## config.mk

```make
export PLATFORM = sky130hd
export DESIGN_NAME = root_scheduler
export DESIGN_NICKNAME = d
export VERILOG_FILES = /design/src/rtl/root_scheduler_pkg.sv /design/src/rtl/root_scheduler_rr_arb2.sv /design/src/rtl/root_scheduler.sv
export SDC_FILE = /design/constraint.sdc
export NUM_CORES = 1
export LEC_CHECK = 0
export ABC_AREA = 1
export CORE_AREA = 2 2 82 84
export DETAILED_ROUTE_END_ITERATION = 8
export DIE_AREA = 0 0 84 86
export PLACE_DENSITY = 0.86
export REMOVE_ABC_BUFFERS = 1
export SYNTH_ARGS = -nofsm -noshare
export SYNTH_HDL_FRONTEND = slang
export SYNTH_SLANG_ARGS = --single-unit
export TNS_END_PERCENT = 10
```

## constraint.sdc

```tcl
create_clock -name clk -period 1.5 [get_ports clk]
set_input_delay 0.15 -clock clk [delete_from_list [all_inputs] [get_ports clk]]
set_output_delay 0.15 -clock clk [all_outputs]
set_load 0.05 [all_outputs]
```

## src/rtl/root_scheduler_pkg.sv

```systemverilog
// Shared types and sizes for the root-engine job scheduler.
package root_scheduler_pkg;

    localparam int RAD_W       = 10;
    localparam int DEG_W       = 3;
    localparam int DATA_W      = 20;
    localparam int CNT_W       = 7;
    localparam int DEF_TIMEOUT = 63;

    typedef enum logic [2:0] {
        S_IDLE,
        S_ISSUE,
        S_WAIT,
        S_RESP,
        S_GAP
    } state_t;

endpackage

```

## src/rtl/root_scheduler_rr_arb2.sv

```systemverilog
// Two-way round-robin arbiter; the last winner loses the next tie.
module rr_arb2 (
    input  logic       clk,
    input  logic       rst_n,
    input  logic [1:0] req,
    input  logic       en,
    output logic [1:0] grant
);

    // index of the requester that wins a tie
    logic prio;

    always_comb begin
        grant = req;
        if (req == 2'b11)
            grant = prio ? 2'b10 : 2'b01;
    end

    always_ff @(posedge clk) begin
        if (!rst_n)
            prio <= 1'b0;
        else if (en && |req)
            prio <= grant[0];
    end

endmodule

```

## src/rtl/root_scheduler.sv

```systemverilog
// Serialises root jobs from two requesters onto one root engine,
// with degree-0 rejection and an engine timeout.
module root_scheduler
    import root_scheduler_pkg::*;
#(
    parameter int TIMEOUT = DEF_TIMEOUT
) (
    input  logic                  clk,
    input  logic                  rst_n,
    input  logic [1:0]            req_valid,
    output logic [1:0]            req_ready,
    input  logic [1:0][RAD_W-1:0] req_radicand,
    input  logic [1:0][DEG_W-1:0] req_degree,
    output logic [1:0]            rsp_valid,
    input  logic [1:0]            rsp_ready,
    output logic [DATA_W-1:0]     rsp_data,
    output logic                  rsp_err,
    output logic                  eng_in_valid,
    output logic [RAD_W-1:0]      eng_in_data_1,
    output logic [DEG_W-1:0]      eng_in_data_2,
    input  logic                  eng_out_valid,
    input  logic [DATA_W-1:0]     eng_out_data
);

    localparam logic [CNT_W-1:0] LAST_CNT = CNT_W'(TIMEOUT - 1);

    state_t           state;
    logic             owner;
    logic [CNT_W-1:0] cnt;
    logic [1:0]       grant;
    logic             idle;
    logic             win;

    assign idle      = (state == S_IDLE);
    assign win       = grant[1];
    assign req_ready = idle ? grant : 2'b00;

    rr_arb2 u_arb (
        .clk   (clk),
        .rst_n (rst_n),
        .req   (req_valid),
        .en    (idle),
        .grant (grant)
    );

    always_ff @(posedge clk) begin
        if (!rst_n) begin
            state         <= S_IDLE;
            owner         <= 1'b0;
            cnt           <= '0;
            rsp_valid     <= 2'b00;
            rsp_data      <= '0;
            rsp_err       <= 1'b0;
            eng_in_valid  <= 1'b0;
            eng_in_data_1 <= '0;
            eng_in_data_2 <= '0;
        end else begin
            unique case (state)
                S_IDLE: begin
                    if (|req_valid) begin
                        owner <= win;
                        cnt   <= '0;
                        // degree 0 has no root: answer without the engine
                        if (req_degree[win] == '0) begin
                            state     <= S_RESP;
                            rsp_valid <= win ? 2'b10 : 2'b01;
                            rsp_data  <= '0;
                            rsp_err   <= 1'b1;
                        end else begin
                            state         <= S_ISSUE;
                            eng_in_valid  <= 1'b1;
                            eng_in_data_1 <= req_radicand[win];
                            eng_in_data_2 <= req_degree[win];
                        end
                    end
                end
                S_ISSUE: begin
                    cnt <= cnt + 1'b1;
                    if (cnt == CNT_W'(1)) begin
                        eng_in_valid <= 1'b0;
                        state        <= S_WAIT;
                    end
                end
                S_WAIT: begin
                    if (eng_out_valid) begin
                        state         <= S_RESP;
                        rsp_valid     <= owner ? 2'b10 : 2'b01;
                        rsp_data      <= eng_out_data;
                        rsp_err       <= 1'b0;
                        eng_in_data_1 <= '0;
                        eng_in_data_2 <= '0;
                    end else if (cnt == LAST_CNT) begin
                        state         <= S_RESP;
                        rsp_valid     <= owner ? 2'b10 : 2'b01;
                        rsp_data      <= '0;
                        rsp_err       <= 1'b1;
                        eng_in_data_1 <= '0;
                        eng_in_data_2 <= '0;
                    end else begin
                        cnt <= cnt + 1'b1;
                    end
                end
                S_RESP: begin
                    if (rsp_ready[owner]) begin
                        rsp_valid <= 2'b00;
                        state     <= S_GAP;
                    end
                end
                S_GAP: begin
                    state <= S_IDLE;
                end
                default: begin
                    state <= S_IDLE;
                end
            endcase
        end
    end

endmodule

```

==> results of run 1 <==
[flip-flops by register name (all words and copies together), names as in the netlist]
name	cells
eng_in_data_2	3
rsp_data	20
owner	1
rsp_err	1
eng_in_data_1	10
state	3
rsp_valid	2
cnt	7
u_arb.prio	1
eng_in_valid	1
[routing by layer]
layer | routed length, microns | track usage (%)
met1 | 2980 | 21.5
met2 | 3770 | 35.7
met3 | 521 | 4.91
met4 | 98 | 4.69
met5 | 0 | 0
[critical path, stage by stage (launching register included)]
cell and delay [ns]:
dfxtp_4 0.39, inv_4 0.06, nand2_4 0.05, nor2_4 0.19, buf_6 0.14, nand4_4 0.16
nand2_2 0.14, nand2_4 0.08, buf_12 0.15, nand2_1 0.06, a21oi_1 0.06
[cells by family after synthesis]
kind of cell	share of synthesized area, %
AND/OR/NAND/NOR	31.7
AO/OA/AOI/OAI	15.3
buffers and inverters	9.49
flip-flops	40.2
XOR/XNOR	1.80
adder cells (fa/ha/maj)	1.54
[metrics by stage]
stage	util [%]	worst slack, ns
final	60.4	-0.105
after global routing	60.4	-0.172
after CTS	58.4	-0.0461
after detailed placement	55.7	-0.305
after global placement	55.7	-0.203
after floorplan	-	-0.187
[power by group]
group	switching (uW)	internal [uW]	leakage (uW)
combinational	2580	1500	0.00121
sequential	198	1600	0.000402
clock	501	340	0.0000423
[layout by cell type (no fill, tap or decap), drive strengths merged]
cell,netlist,layout
o22ai,1,1
nand4,4,4
nand3,15,15
clkbuf,6,6
o21a,1,1
clkdlybuf4s50,0,52
a211oi,1,1
nor2,44,44
buf,8,71
o21ai,16,16
nor4,1,1
clkinvlp,0,2
clkinv,0,1
nand3b,1,1
ha,3,3
xor2,3,3
a21oi,46,47
xnor2,2,2
nor3,2,2
dfxtp,49,49
nand2,104,104
inv,37,37
[timing repair]
item                                   in CTS  in global routing
setup endpoints to repair                  26                 46
endpoints found under the hold margin       0                  0
cloned                                      0                  2
resized for setup                          15                 30
pin swaps                                   2                  5
buffers inserted                            4                  1
[area by class of cell]
class | count | area (sq um) | area share [%]
multi-input cells | 245 | 1330 | 35.1
repair buffers | 124 | 1120 | 29.6
flip-flops and latches | 49 | 987 | 26.0
inverters | 37 | 159 | 4.19
well taps | 77 | 96.3 | 2.54
clock buffers | 5 | 68.8 | 1.81
clock inverters | 3 | 26.3 | 0.693
[worst min path at each step]
stage,from,end,slack [ns],cells past startpoint
finish,eng_out_data[9],rsp_data[9],0.38,3
detailed placement,rsp_data[9],rsp_data[9],0.46,2
global route,eng_out_data[12],rsp_data[12],0.39,3
global placement,rsp_data[19],rsp_data[19],0.45,2
CTS,eng_out_data[9],rsp_data[9],0.38,3
floorplan,rst_n,state[0],0.27,1
==> summary.md, run 1 <==
| Metric | Value |
|---|---|
| Failing checks | negative setup slack |
| Final setup margin | -0.105 ns |
| Crit-path max FO | 11 |
| FF+latch count, synth | 49 |
| Port bufs | 91 |
| Hold Worst Slack | 0.380 ns |
| Sequential cell area fraction in the yosys report | 40.2% |
| Worst Path Class, Setup | flip-flop to flip-flop |
| Crit Reg-Reg Startpoint | state[2] |
| Initial antenna violation count | 0 |
| Vias | 2686 |
| Vias in the first global route | 2595 |
| Synth area leaders | dfxtp_1, nand2_1, a21oi_1 |
| Filler cell count | 541 |
| Area grow syn2layout | 55.6% |
| Remaining global-route overflow | 0 |
| Post-Synthesis Cells | 344 |
| Outcome | finished with violations |
| Max H-tree Level | 2 |
| Hold_buf cts | 0 |
| Tot Pwr | 6710 uW |
| Final net count | 518 |
| Num rows | 29 |
| Clk pin slew, worst setup/hold paths | 0.10 ns |
| Data required time of the worst path | 1.70 ns |
| Unrepaired setup endpoints after global routing | yes |
| Die Wd | 84 microns |
| CTS Root Cell | clkbuf_8 |
| Setup crit end kind | flip-flop |
| Final instance area | 3790 sq um |
| Core Box Area | 6280 sq um |
| Global Route Usage Sum | 19.0% |
| Area after DPL | 3500 sq um |
| # IOs | 92 |
| Placed cell count | 525 |
| CTS max path bufs | 2 |
| Worst vdd ir | 1.11 mV |
| Final hold vios | 0 |
| Worst Path Arrival | 1.81 ns |
| Startpoint types | flip-flop |
| Commonest cells in the netlist | nand2_1, dfxtp_1, nor2_1, a21oi_1, inv_1 |
| Mapped Area | 2440 sq um |
| Slew HR | 73.1% |
| Leak | 0.00165 uW |
| Post-synth ARST share | 0% |
| N_diodes | 0 |
| WL/cell | 13.6 microns |
| Max Cap Viol | 0 |
| Die height | 86 microns |
| Final Max Tran Viols | 0 |
| Drt initial violations | 186 |
| Initial Utilization | 38.8% |
| Antenna-violating nets left | 0 |
| Share of cells above drive strength 1 | 29.8% |
| First-pass GRT wire length | 11.4 mm |
| Pwr per Cell Area | 1770 nW/um^2 |
| R2r worst-path depth | 10 |
| EDFF count, synth | 0 |
| CTS tree | built |
| Drt pass-1 iters | 4 |
| CP Capture Point | rsp_data[6] |
| Clk_skew | 0.00638 ns |
| Register-to-register setup slack | -0.11 ns |
| Residual DRC count | 0 |
| Most common cell in the netlist | nand2_1 |
| Setup TNS | -1.96 ns |
| Min Tclk post-route | 1.61 ns |
| Vias per cell | 4.97 |
| Syn Area/Cell | 7.09 sq um |
| Endpoints failing setup | 31 |
| Final Non-Filler Cells | 540 |
| Hold crit path type | primary input to flip-flop |
| Final worst-path cycle share | 107% |
| DRT Wirelength | 7.37 mm |
| Critical R2R Capture | rsp_data[6] |
| Clock latency on the worst-skew pair | 0.32 ns |
| Setup crit start | state[2] |
| Synth top area share | 40.2% |
| Cts bufs inserted | 5 |
| Die area | 7220 sq um |
| Synth area leader | dfxtp_1 |
| Cell variety after synth | 32 |
| TritonCTS Sinks | 49 |
| Dpl hpwl | 5.10 mm |
| Main synth FF type | dfxtp_1 |
| GP Congestion | 0.852 |
| Fmax | 623 MHz |
| Largest net degree at the start of global routing | 22 |
| Worst-margin pin slew | 0.399 ns |
| Yosys warns | 0 |
Power figures use the tool's default switching activity.
==> run 2, diff against run 1 <==
--- a/config.mk
+++ b/config.mk
@@ -10,6 +10,7 @@
 export DETAILED_ROUTE_END_ITERATION = 8
 export DIE_AREA = 0 0 84 86
 export PLACE_DENSITY = 0.86
+export RECOVER_POWER = 25
 export REMOVE_ABC_BUFFERS = 1
 export SYNTH_ARGS = -nofsm -noshare
 export SYNTH_HDL_FRONTEND = slang
==> summary.md, run 2 (same netlist as run 1, synthesis figures left out) <==
| Metric | Value |
|---|---|
| Final hold vios | 0 (unchanged) |
| Slew HR | 58.9% (-14 points) |
| CTS tree | built |
| Final setup margin | -0.108 ns (-0.00316 ns) |
| Vias per cell | 4.99 (+0.30%) |
| Final Non-Filler Cells | 540 (unchanged) |
| N_diodes | 0 (unchanged) |
| Worst Hold End | rsp_data[9] |
| Hold_buf cts | 0 (unchanged) |
| Commonest non-fill, non-tap cells in the layout | nand2_1, buf_4, clkdlybuf4s50_1, dfxtp_1, a21oi_1 |
| Net Sw Frac | 49.3% (+0.46 points) |
| # IOs | 92 (unchanged) |
| Most flops, register | rsp_data |
| Max H-tree Level | 2 (unchanged) |
| Die Wd | 84 microns (unchanged) |
| Clock share of power | 12.6% (about the same) |
| Final net count | 518 (unchanged) |
| Clk pin slew, worst setup/hold paths | 0.10 ns (about the same) |
| Area grow syn2layout | 54.0% |
| Max Cap Viol | 0 (unchanged) |
| Share of cells above drive strength 1 | 27.6% (-2.2 points) |
| Die area | 7220 sq um (unchanged) |
| Worst vdd ir | 1.11 mV (about the same) |
| Crit-path max FO | 11 (unchanged) |
| Startpoint types | flip-flop |
| Clock latency on the worst-skew pair | 0.32 ns (about the same) |
| Beginning of the worst hold path | eng_out_data[9] |
| Clk_skew | 0.00637 ns (-0.00000580 ns) |
| Register-to-register setup slack | -0.11 ns (about the same) |
| Pre-CTS setup slack | -0.305 ns (unchanged) |
| Setup crit end kind | flip-flop |
| Pwr per Cell Area | 1770 nW/um^2 (about the same) |
| Setup TNS | -2.05 ns (-0.0937 ns) |
| Hold Path Stages | 3 (unchanged) |
| Logic pwr share | 60.3% (-0.4 points) |
| Util after Layout | 59.8% (-0.60 points) |
| P_int | 3370 uW (-1.9%) |
| Largest net degree at the start of global routing | 22 (unchanged) |
| Worst Path Arrival | 1.81 ns (about the same) |
| CTS Root Cell | clkbuf_8 |
| Worst Path Class, Setup | flip-flop to flip-flop |
| Leak | 0.00161 uW (-2.5%) |
| Final Max Tran Viols | 0 (unchanged) |
| Min Tclk post-route | 1.61 ns (+0.00316 ns) |
| WL/cell | 13.6 microns (about the same) |
| Unrepaired setup endpoints after global routing | yes |
| Drt pass-1 iters | 4 (unchanged) |
| Largest registers | rsp_data x20, eng_in_data_1 x10, cnt x7 |
| Initial Utilization | 38.8% (unchanged) |
| GP Congestion | 0.852 (unchanged) |
| Share of power burned in registers | 27.0% (+0.2 points) |
| Hold crit path type | primary input to flip-flop |
| Global Route Usage Sum | 19.0% (unchanged) |
| Vias | 2694 (+0.30%) |
| Cts bufs inserted | 5 (unchanged) |
| Die height | 86 microns (unchanged) |
| First-pass GRT wire length | 11.4 mm (unchanged) |
| R2r worst-path depth | 10 (unchanged) |
| Failing checks | negative setup slack |
| Fmax | 622 MHz (-0.20%) |
| Most common cell after layout, fill and taps aside | nand2_1 |
| Final worst-path cycle share | 107% (+0.21 points) |
| Hold Worst Slack | 0.380 ns (+0.000297 ns) |
| Largest register FFs | 20 (unchanged) |
| Dpl hpwl | 5.10 mm (unchanged) |
| Crit Reg-Reg Startpoint | state[2] |
| DRT Wirelength | 7.37 mm (about the same) |
| Vias in the first global route | 2595 (unchanged) |
| Worst-margin pin slew | 0.619 ns (+0.220 ns) |
| Endpoints failing setup | 31 (unchanged) |
| Remaining global-route overflow | 0 (unchanged) |
| Core Box Area | 6280 sq um (unchanged) |
| Switching pwr | 3270 uW (about the same) |
| CTS max path bufs | 2 (unchanged) |
| Critical R2R Capture | rsp_data[6] |
| Antenna-violating nets left | 0 (unchanged) |
| TritonCTS Sinks | 49 (unchanged) |
| Num rows | 29 (unchanged) |
| Data required time of the worst path | 1.70 ns (about the same) |
| Drt initial violations | 185 (-0.54%) |
| Outcome | finished with violations |
| Initial antenna violation count | 0 (unchanged) |
| Residual DRC count | 0 (unchanged) |
| Placed cell count | 525 (unchanged) |
| Port bufs | 91 (unchanged) |
## run 2: cell count changes in the layout (fill, tap and decap cells not counted)
| cell | previous run | this run |
|---|---|---|
| buf_4 | 66 | 56 |
| clkbuf_1 | 0 | 10 |
## run 2: cell type report
cell class,count,area [sq um]
fillers,552,2520
multi-input cells,245,1330
repair buffers,124,1090
flip-flops and latches,49,987
inverters,37,159
well taps,77,96.3
clock buffers,5,68.8
clock inverters,3,26.3
## run 2: repair_timing
action,4_1_cts,5_1_grt
endpoints found under the hold margin,0,0
setup buffers,4,1
pin swaps,2,5
cloned,0,2
gates resized for setup,15,30
endpoints found under the setup margin,26,46
## run 2: metrics by stage
stage                     cell area (sq um)  total power, uW
final                                  3760             6650
after global routing                   3760             7040
after CTS                              3670             6340
after detailed placement               3500             5310
after global placement                 3500             5240
after floorplan                        2350             4070
## run 2: routing by layer
layer | share of wire, % | vias to the layer above | global-route usage [%]
li1 | - | 1325 | -
met1 | 41 | 1244 | 21.5
met2 | 51 | 107 | 35.7
met3 | 7.0 | 18 | 4.91
met4 | 1.5 | 0 | 4.69
met5 | 0 | - | 0
## run 2: worst max-delay path by stage
stage / from / end / slack [ns] / depth (start not counted)
after floorplan: state[2] / owner / -0.19 / 7
after global placement: req_valid[0] / eng_in_data_1[9] / -0.20 / 10
after detailed placement: req_valid[1] / rsp_data[6] / -0.31 / 9
after CTS: state[2] / req_ready[1] / -0.05 / 6
after global routing: state[0] / state[1] / -0.17 / 9
final: state[2] / rsp_data[6] / -0.11 / 10
## run 2: power groups by stage
stage / logic [uW] / registers [uW] / clock network (uW)
after floorplan: 1500 / 2570 / 0
after global placement: 3450 / 1780 / 0
after detailed placement: 3520 / 1790 / 0
after CTS: 3710 / 1780 / 852
after global routing: 4310 / 1830 / 899
final: 4010 / 1800 / 841
## run 2: worst max-delay path: stages (launching register included)
cell and delay (ns):
dfxtp_4 0.39, inv_4 0.06, nand2_4 0.05, nor2_4 0.19, buf_6 0.14, nand4_4 0.16
nand2_2 0.14, nand2_4 0.08, buf_12 0.15, nand2_1 0.06, a21oi_1 0.06
==> run 3, diff against run 2 <==
--- a/config.mk
+++ b/config.mk
@@ -9,6 +9,7 @@
 export CORE_AREA = 2 2 82 84
 export DETAILED_ROUTE_END_ITERATION = 8
 export DIE_AREA = 0 0 84 86
+export GPL_TIMING_DRIVEN = 0
 export PLACE_DENSITY = 0.86
 export RECOVER_POWER = 25
 export REMOVE_ABC_BUFFERS = 1
==> summary.md, run 3 (same netlist as run 1, synthesis figures left out) <==
| Metric | Value |
|---|---|
| Die height | 86 microns (unchanged) |
| Worst-margin pin slew | 0.835 ns (+0.215 ns) |
| Die Wd | 84 microns (unchanged) |
| Dpl hpwl | 4.57 mm (-10%) |
| Largest register FFs | 20 (unchanged) |
| Share of cells above drive strength 1 | 24.4% (-3.2 points) |
| Hold crit path type | primary input to flip-flop |
| Final Non-Filler Cells | 531 (-1.7%) |
| Worst path cell trace | inv_4 -> ha_4 -> nand4_1 -> nand2_2 -> nand2_4 -> nor2_8 -> nand2_8 -> o21ai_0 -> nor2_1 |
| Clk_skew | 0.00833 ns (+0.00196 ns) |
| Largest net degree at the start of global routing | 18 (-18%) |
| Hold_buf cts | 0 (unchanged) |
| Largest registers | rsp_data x20, eng_in_data_1 x10, cnt x7 |
| Pwr per Cell Area | 1800 nW/um^2 (+1.5%) |
| Core Box Area | 6280 sq um (unchanged) |
| Placed cell count | 498 (-5.1%) |
| Cts bufs inserted | 5 (unchanged) |
| CP Capture Point | eng_in_data_1[7] |
| Min Tclk post-route | 1.66 ns (+0.0504 ns) |
| Num rows | 29 (unchanged) |
| Crit-path max FO | 7 (-4) |
| Crit Reg-Reg Startpoint | cnt[0] |
| Util after Layout | 62.1% (+2.3 points) |
| Initial antenna violation count | 0 (unchanged) |
| Vias per cell | 5.26 (+5.4%) |
| Leak | 0.00168 uW (+4.6%) |
| Worst Path Arrival | 1.86 ns (+0.05 ns) |
| Commonest non-fill, non-tap cells in the layout | nand2_1, clkdlybuf4s50_1, dfxtp_1, dlygate4sd2_1, nor2_1 |
| TritonCTS Sinks | 49 (unchanged) |
| Setup crit end kind | flip-flop |
| Data required time of the worst path | 1.70 ns (about the same) |
| GP Congestion | 0.862 (+1.2%) |
| DRT Wirelength | 8.70 mm (+18%) |
| CP delay by family, top | simple AND/OR/NAND/NOR gates |
| Unrepaired setup endpoints after global routing | yes |
| Final instance area | 3900 sq um (+3.9%) |
| Port bufs | 91 (unchanged) |
| CTS Root Cell | clkbuf_8 |
| Area after DPL | 3360 sq um (-4.1%) |
| Fmax | 603 MHz (-3.0%) |
| Endpoints failing setup | 45 (+45%) |
| Worst vdd ir | 1.29 mV (+16%) |
| # IOs | 92 (unchanged) |
| N_diodes | 0 (unchanged) |
| Final net count | 509 (-1.7%) |
| Drt pass-1 iters | 5 (+1) |
| Max H-tree Level | 2 (unchanged) |
| Final Max Tran Viols | 0 (unchanged) |
| Final worst-path cycle share | 111% (+3.4 points) |
| Met3 global-route usage | 5.39% (+0.48 points) |
| Most flops, register | rsp_data |
| Outcome | finished with violations |
| Met2 global-route usage | 39.6% (+3.9 points) |
| Area grow syn2layout | 60.0% |
| Residual DRC count | 0 (unchanged) |
| Slew HR | 44.4% (-15 points) |
| Slowest-stage cell, CP | dfxtp_4 |
| GRT met1 Usage | 22.3% (+0.81 points) |
| Vias | 2793 (+3.7%) |
| Worst path max stage delay | 0.38 ns (about the same) |
| First-pass GRT wire length | 12.2 mm (+7.1%) |
| R2r worst-path depth | 9 (-1) |
| Max Cap Viol | 0 (unchanged) |
| Hold Worst Slack | 0.396 ns (+0.0152 ns) |
| WL/cell | 16.4 microns (+20%) |
| Failing checks | negative setup slack |
| CTS max path bufs | 2 (unchanged) |
| Vias in the first global route | 2693 (+3.8%) |
| Clock latency on the worst-skew pair | 0.30 ns (-0.02 ns) |
| Clk pin slew, worst setup/hold paths | 0.10 ns (about the same) |
| CP Buf/Inv Count | 1 (-2) |
| Register-to-register setup slack | -0.16 ns (-0.05 ns) |
| Final setup margin | -0.159 ns (-0.0504 ns) |
| Global Route Usage Sum | 21.0% (+2.0 points) |
| Final hold vios | 0 (unchanged) |
| CTS tree | built |
| Setup crit start | cnt[0] |
| Drt initial violations | 234 (+26%) |
| Most common cell after layout, fill and taps aside | nand2_1 |
| Initial Utilization | 38.8% (unchanged) |
| Startpoint types | flip-flop |
| GRT busiest layer | met2 |
| Die area | 7220 sq um (unchanged) |
| Remaining global-route overflow | 0 (unchanged) |
| Worst path depth | 9 (-1) |
| Worst Path Class, Setup | flip-flop to flip-flop |
| Antenna-violating nets left | 0 (unchanged) |
| Setup TNS | -4.01 ns (-1.96 ns) |
| Critical R2R Capture | eng_in_data_1[7] |
[run 3: cell types whose count changed in the layout (fill, tap and decap cells not counted), moves of 6 or more]
| cell | change |
|---|---|
| dlygate4sd2_1 | +38 |
| dfxtp_1 | -6 |
| buf_4 | -42 |
| clkbuf_1 | -10 |
| nand2_1 | -11 |
| nand2_2 | +6 |
[run 3: layer usage]
layer / share of wire, % / vias up
met5: 0 / -
met1: 38 / 1293
met3: 7.4 / 35
li1: - / 1310
met2: 51 / 155
met4: 3.4 / 0
[run 3: what timing repair did]
item,in CTS,in global routing
pin swaps,5,14
setup endpoints to repair,86,46
gates resized for setup,85,51
gates cloned,5,4
buffers inserted,8,8
[run 3: tightest hold or removal path: stages]
cell and delay (ns):
clkdlybuf4s50_1 0.39, nand2_1 0.06, a21oi_1 0.06
[run 3: how the worst min path moves through the flow]
stage / cells after the start / startpoint / slack (ns) / end
CTS: 3 / eng_out_data[16] / 0.39 / rsp_data[16]
finish: 3 / eng_out_data[9] / 0.40 / rsp_data[9]
detailed placement: 2 / rsp_data[2] / 0.45 / rsp_data[2]
global placement: 2 / eng_in_valid / 0.44 / eng_in_valid
floorplan: 1 / rst_n / 0.27 / state[0]
global route: 3 / eng_out_data[16] / 0.39 / rsp_data[16]
[run 3: cell type report]
class	count	area, sq um
repair buffers	107	1010
repair inverters	4	28.8
well taps	77	96.3
fillers	516	2380
multi-input cells	249	1480
inverters	37	178
clock buffers	5	68.8
flip-flops and latches	49	1000
clock inverters	3	43.8
[run 3: through the flow]
| step | setup WS [ns] | total power (uW) |
|---|---|---|
| after floorplan | -0.187 | 4070 |
| final | -0.159 | 7010 |
| after CTS | -0.111 | 6310 |
| after global placement | -0.648 | 4990 |
| after global routing | -0.217 | 7340 |
| after detailed placement | -0.650 | 5070 |
[run 3: where the power goes]
part           switching (uW)  internal (uW)  total [uW]  leakage (uW)
Sequential                213           1620        1830      0.000406
Clock                     477            501         978     0.0000585
Combinational            2880           1320        4200       0.00122
Total                    3570           3440        7010       0.00168
==> RTL change 1 (config.mk and constraints of run 3) <==
Set the package constant `DEG_W` to 6 (it was 3).
--- a/src/rtl/root_scheduler_pkg.sv
+++ b/src/rtl/root_scheduler_pkg.sv
@@ -2,7 +2,7 @@
 package root_scheduler_pkg;
 
     localparam int RAD_W       = 10;
-    localparam int DEG_W       = 3;
+    localparam int DEG_W       = 6;
     localparam int DATA_W      = 20;
     localparam int CNT_W       = 7;
     localparam int DEF_TIMEOUT = 63;
Interface: changed (resized eng_in_data_2 and req_degree); port bits go from 92 to 101. No check against the original RTL was run, so the function may have changed too.
==> RTL change 1 against run 3 <==
  * Largest power group unchanged
  * The flow still finishes with violations (negative setup slack)
  * Die area stayed put
  * Cell area rose by 2.8%
  * Routed wire length shrank 11%
  * Setup slack got worse by 7.3 ps
  * Area after synthesis is 1.3% higher
  * Critical path type is now primary input to flip-flop
  * First-iteration DRC count fell by 48%
  * Sequential cell count increased by 3
  * Total power shrank 2.0%
  * Critical endpoint is now eng_in_data_2[4]$_SDFFE_PN0P_
==> RTL change 1: results (changes against run 3) <==
* Setup-failing EPs final at 43 (was 45)
* Pint at 3.424 mW (was 3.439 mW)
* # fillers at 556 (was 516)
* Setup bufs post-CTS at 15 (was 8)
* Routed wire length at 7.773 mm (was 8.698 mm)
* Worst VDD drop at 1.070 mV (was 1.288 mV)
* P_clk at 889 µW (was 978 µW)
* Hold WS at 367.7 ps (was 395.6 ps)
* Cell area after placement at 3478 µm² (was 3356 µm²)
* Synth top area cells: dfxtp_1, nand2_1, a21oi_1 (unchanged)
* Worst Path Max Fanout at 10 (was 7)
* Non-clk bufs at 120 (was 107)
* Worst reg2reg path endpoint: eng_in_data_2[4]$_SDFFE_PN0P_ (was eng_in_data_1[7]$_SDFFE_PN0P_)
* #MultiIn Comb at 268 (was 249)
* Non-clk buf share at 27.89% (was 25.85%)
* Failing checks: negative setup slack (unchanged)
* Sink of the worst hold path: rsp_data[6]$_SDFFE_PN0P_ (was rsp_data[9]$_SDFFE_PN0P_)
* Tot GR Track Use at 19.87% (was 21.01%)
* Status: complete, but fails checks (unchanged)
* Critical path origin: req_valid[1] (was cnt[0]$_SDFFE_PN0P_)
* Critical setup path kind: primary input to flip-flop (was flip-flop to flip-flop)
* HP Start: eng_out_data[6] (was eng_out_data[9])
* Fraction of area in registers at 26.17% (was 25.69%)
* Clock network area share at 2.433% (was 2.886%)
* Setup WS pre-CTS at -1035 ps (was -649.9 ps)
* Syn-to-layout area delta at 62.41% (was 59.98%)
* Post-DP HPWL at 4.785 mm (was 4.567 mm)
* Pwr Density at 1712 nW/µm² (was 1797 nW/µm²)
* Final worst slack at -165.9 ps (was -158.6 ps)
==> RTL change 1: changes by cell type in the layout (fill, tap and decap cells not counted), moves of 6 or more <==
cell / run 3 / this run
a21oi_1: 35 / 48
o21ai_1: 1 / 10
nand3_1: 14 / 4
o21ai_0: 13 / 7
a21oi_2: 11 / 0
nand2_1: 75 / 86
nand3_2: 0 / 8
nor2_2: 4 / 11
==> RTL change 1: metal layers <==
layer	vias up	track usage [%]	share of wire [%]
li1	1412	-	-
met3	12	5.871	7.4
met2	105	35.85	51
met5	-	0	0
met1	1294	22.57	40
met4	0	6.452	1.8
==> RTL change 1: cell families after synthesis <==
kind of cell,Yosys count,synth area share [%]
simple gates,189,32.52
compound gates,72,15.05
flops,52,42.15
buf+inv,49,8.764
fa+ha+maj,3,1.520
==> RTL change 1: worst max-delay path: cells and delay by family <==
kind	cells	cell delay, ps
buffers and inverters	3	870
AND/OR/NAND/NOR	8	850
==> RTL change 2 (flow settings as in run 3) <==
Made on the original files. The 5 states of `state_t` get a one-hot encoding in 5 bits.
--- a/src/rtl/root_scheduler_pkg.sv
+++ b/src/rtl/root_scheduler_pkg.sv
@@ -7,12 +7,12 @@
     localparam int CNT_W       = 7;
     localparam int DEF_TIMEOUT = 63;
 
-    typedef enum logic [2:0] {
-        S_IDLE,
-        S_ISSUE,
-        S_WAIT,
-        S_RESP,
-        S_GAP
+    typedef enum logic [4:0] {
+        S_IDLE  = 5'b00001,
+        S_ISSUE = 5'b00010,
+        S_WAIT  = 5'b00100,
+        S_RESP  = 5'b01000,
+        S_GAP   = 5'b10000
     } state_t;
 
 endpackage
Function: same outputs for any inputs over 10 cycles, from zero or initial values and one cycle with rst_n low; not proved beyond that.
==> RTL change 2 against run 3 <==
  * The flow still finishes with violations (negative setup slack)
  * Sequential cell count is 2 higher
  * Cell area grew 6.3%
  * Setup slack got worse by 110 ps
  * Clock power shrank 9.4%
  * Core utilization rose by 3.9 points
  * Routed wire length grew 9.4%
  * Hold slack lost 60 ps
  * Total power grew 8.4%
  * Area after synthesis is 8.3% higher
==> RTL change 2: results (changes against run 3) <==
* Status: complete, but fails checks (unchanged)
* Failing checks: negative setup slack (unchanged)
* Clock network area share at 2.353% (was 2.886%)
* Hold WS at 335.7 ps (was 395.6 ps)
* Drt via density at 5.378 (was 5.260)
* Final worst slack at -271.2 ps (was -158.6 ps)
* Worst Path Max Fanout at 5 (was 7)
* Finished Cell Area at 4148 µm² (was 3901 µm²)
* Layout cells sized above 1 at 26.28% (was 24.45%)
* Nets at 542 (was 509)
* Clock power share at 11.7% (was 14.0%)
* Synth cell types at 27 (was 32)
* Setup-failing EPs final at 49 (was 45)
* Met1 Usage GRT at 24.41% (was 22.29%)
* Worst VDD drop at 1.143 mV (was 1.288 mV)
* Sw Ratio at 48.89% (was 50.94%)
* Non-clk buf share at 27.93% (was 25.85%)
* Synth Register Bits at 51 (was 49)
* Placed Cells at 525 (was 498)
* Worst r2r path cells at 10 (was 9)
* Critical path origin: state[1]$_SDFFE_PN0P_ (was cnt[0]$_SDFFE_PN0P_)
* Avg WL per Cell at 16.87 µm (was 16.38 µm)
* # fillers at 487 (was 516)
* Skew-Pair Late Insertion Delay at 320 ps (was 300 ps)
* CP arrival at 2000 ps (was 1860 ps)
* Sequential cell area at 1036 µm² (was 1002 µm²)
* Tot GR Track Use at 21.25% (was 21.01%)
* HP Start: req_valid[0] (was eng_out_data[9])
* Register area share after synthesis at 38.65% (was 40.23%)
* Slowest library cell on the worst path: dfxtp_2 (was dfxtp_4)
* Number of global-route vias before repair at 2746 (was 2693)
* Largest net degree at the start of global routing at 41 (was 18)
* Metal1 wirelength at 3.519 mm (was 3.326 mm)
* Sink of the worst hold path: u_arb.prio$_SDFFE_PN0P_ (was rsp_data[9]$_SDFFE_PN0P_)
* Post-DP HPWL at 5.089 mm (was 4.567 mm)
* M2 GR Usage at 38.98% (was 39.64%)
* Cell area after placement at 3571 µm² (was 3356 µm²)
* Synth top area cells: dfxtp_1, nand2_1, a21oi_1 (unchanged)
* Leading cell types by count after synthesis: nand2_1, dfxtp_1, a21oi_1, inv_1, nor2_1 (was nand2_1, dfxtp_1, nor2_1)
* Worst-Margin Slew at 580.2 ps (was 834.6 ps)
* Post-Syn Instances at 370 (was 344)
* Leakage at 1.806 nW (was 1.685 nW)
* Setup WS pre-CTS at -701.7 ps (was -649.9 ps)
* #MultiIn Comb at 268 (was 249)
* Initial drt markers at 219 (was 234)
* Routability cong. at 0.8516 (was 0.8617)
* Detail Route met3 WL at 693 µm (was 647 µm)
* Comb power frac at 64.4% (was 60.0%)
* Met2 wire length at 4.938 mm (was 4.428 mm)
* Multi-input logic area at 1590 µm² (was 1475 µm²)
* Non-clk bufs at 119 (was 107)
* First-pass GRT wire length at 12.75 mm (was 12.23 mm)
* Hold Path Stages at 4 (was 3)
## RTL change 2: changes by cell type in the layout (fill, tap and decap cells not counted), sizes merged, moves of 4 or more
cell | run 3 | this run
clkinvlp | 6 | 2
inv | 35 | 39
nand2 | 108 | 113
nand3 | 15 | 36
buf | 18 | 29
## RTL change 2: stage by stage
step                total power [mW]  TNS [ps]
floorplan                      4.139     -3842
CTS                            6.528     -1967
global placement               5.000    -37150
global route                   7.925     -8616
finish                         7.600     -6050
detailed placement             5.086    -28790
## RTL change 2: logic make-up (layout without fill, tap and decap cells)
family                     after synthesis  after routing  synth area share, %
buffers and inverters                   53            168                8.621
adders and majority gates                3              3                1.421
AOI/OAI and AO/OA                       64             64                14.45
DFF                                     51             51                38.65
and+or+nand+nor                        195            197                35.53
xor gates and xnor gates                 4              4                1.327
## RTL change 2: repair_timing
item	in CTS	in global routing
endpoints found under the setup margin	87	49
gates resized for setup	71	48
gates cloned	1	3
setup buffers	14	13
pin swaps	11	17
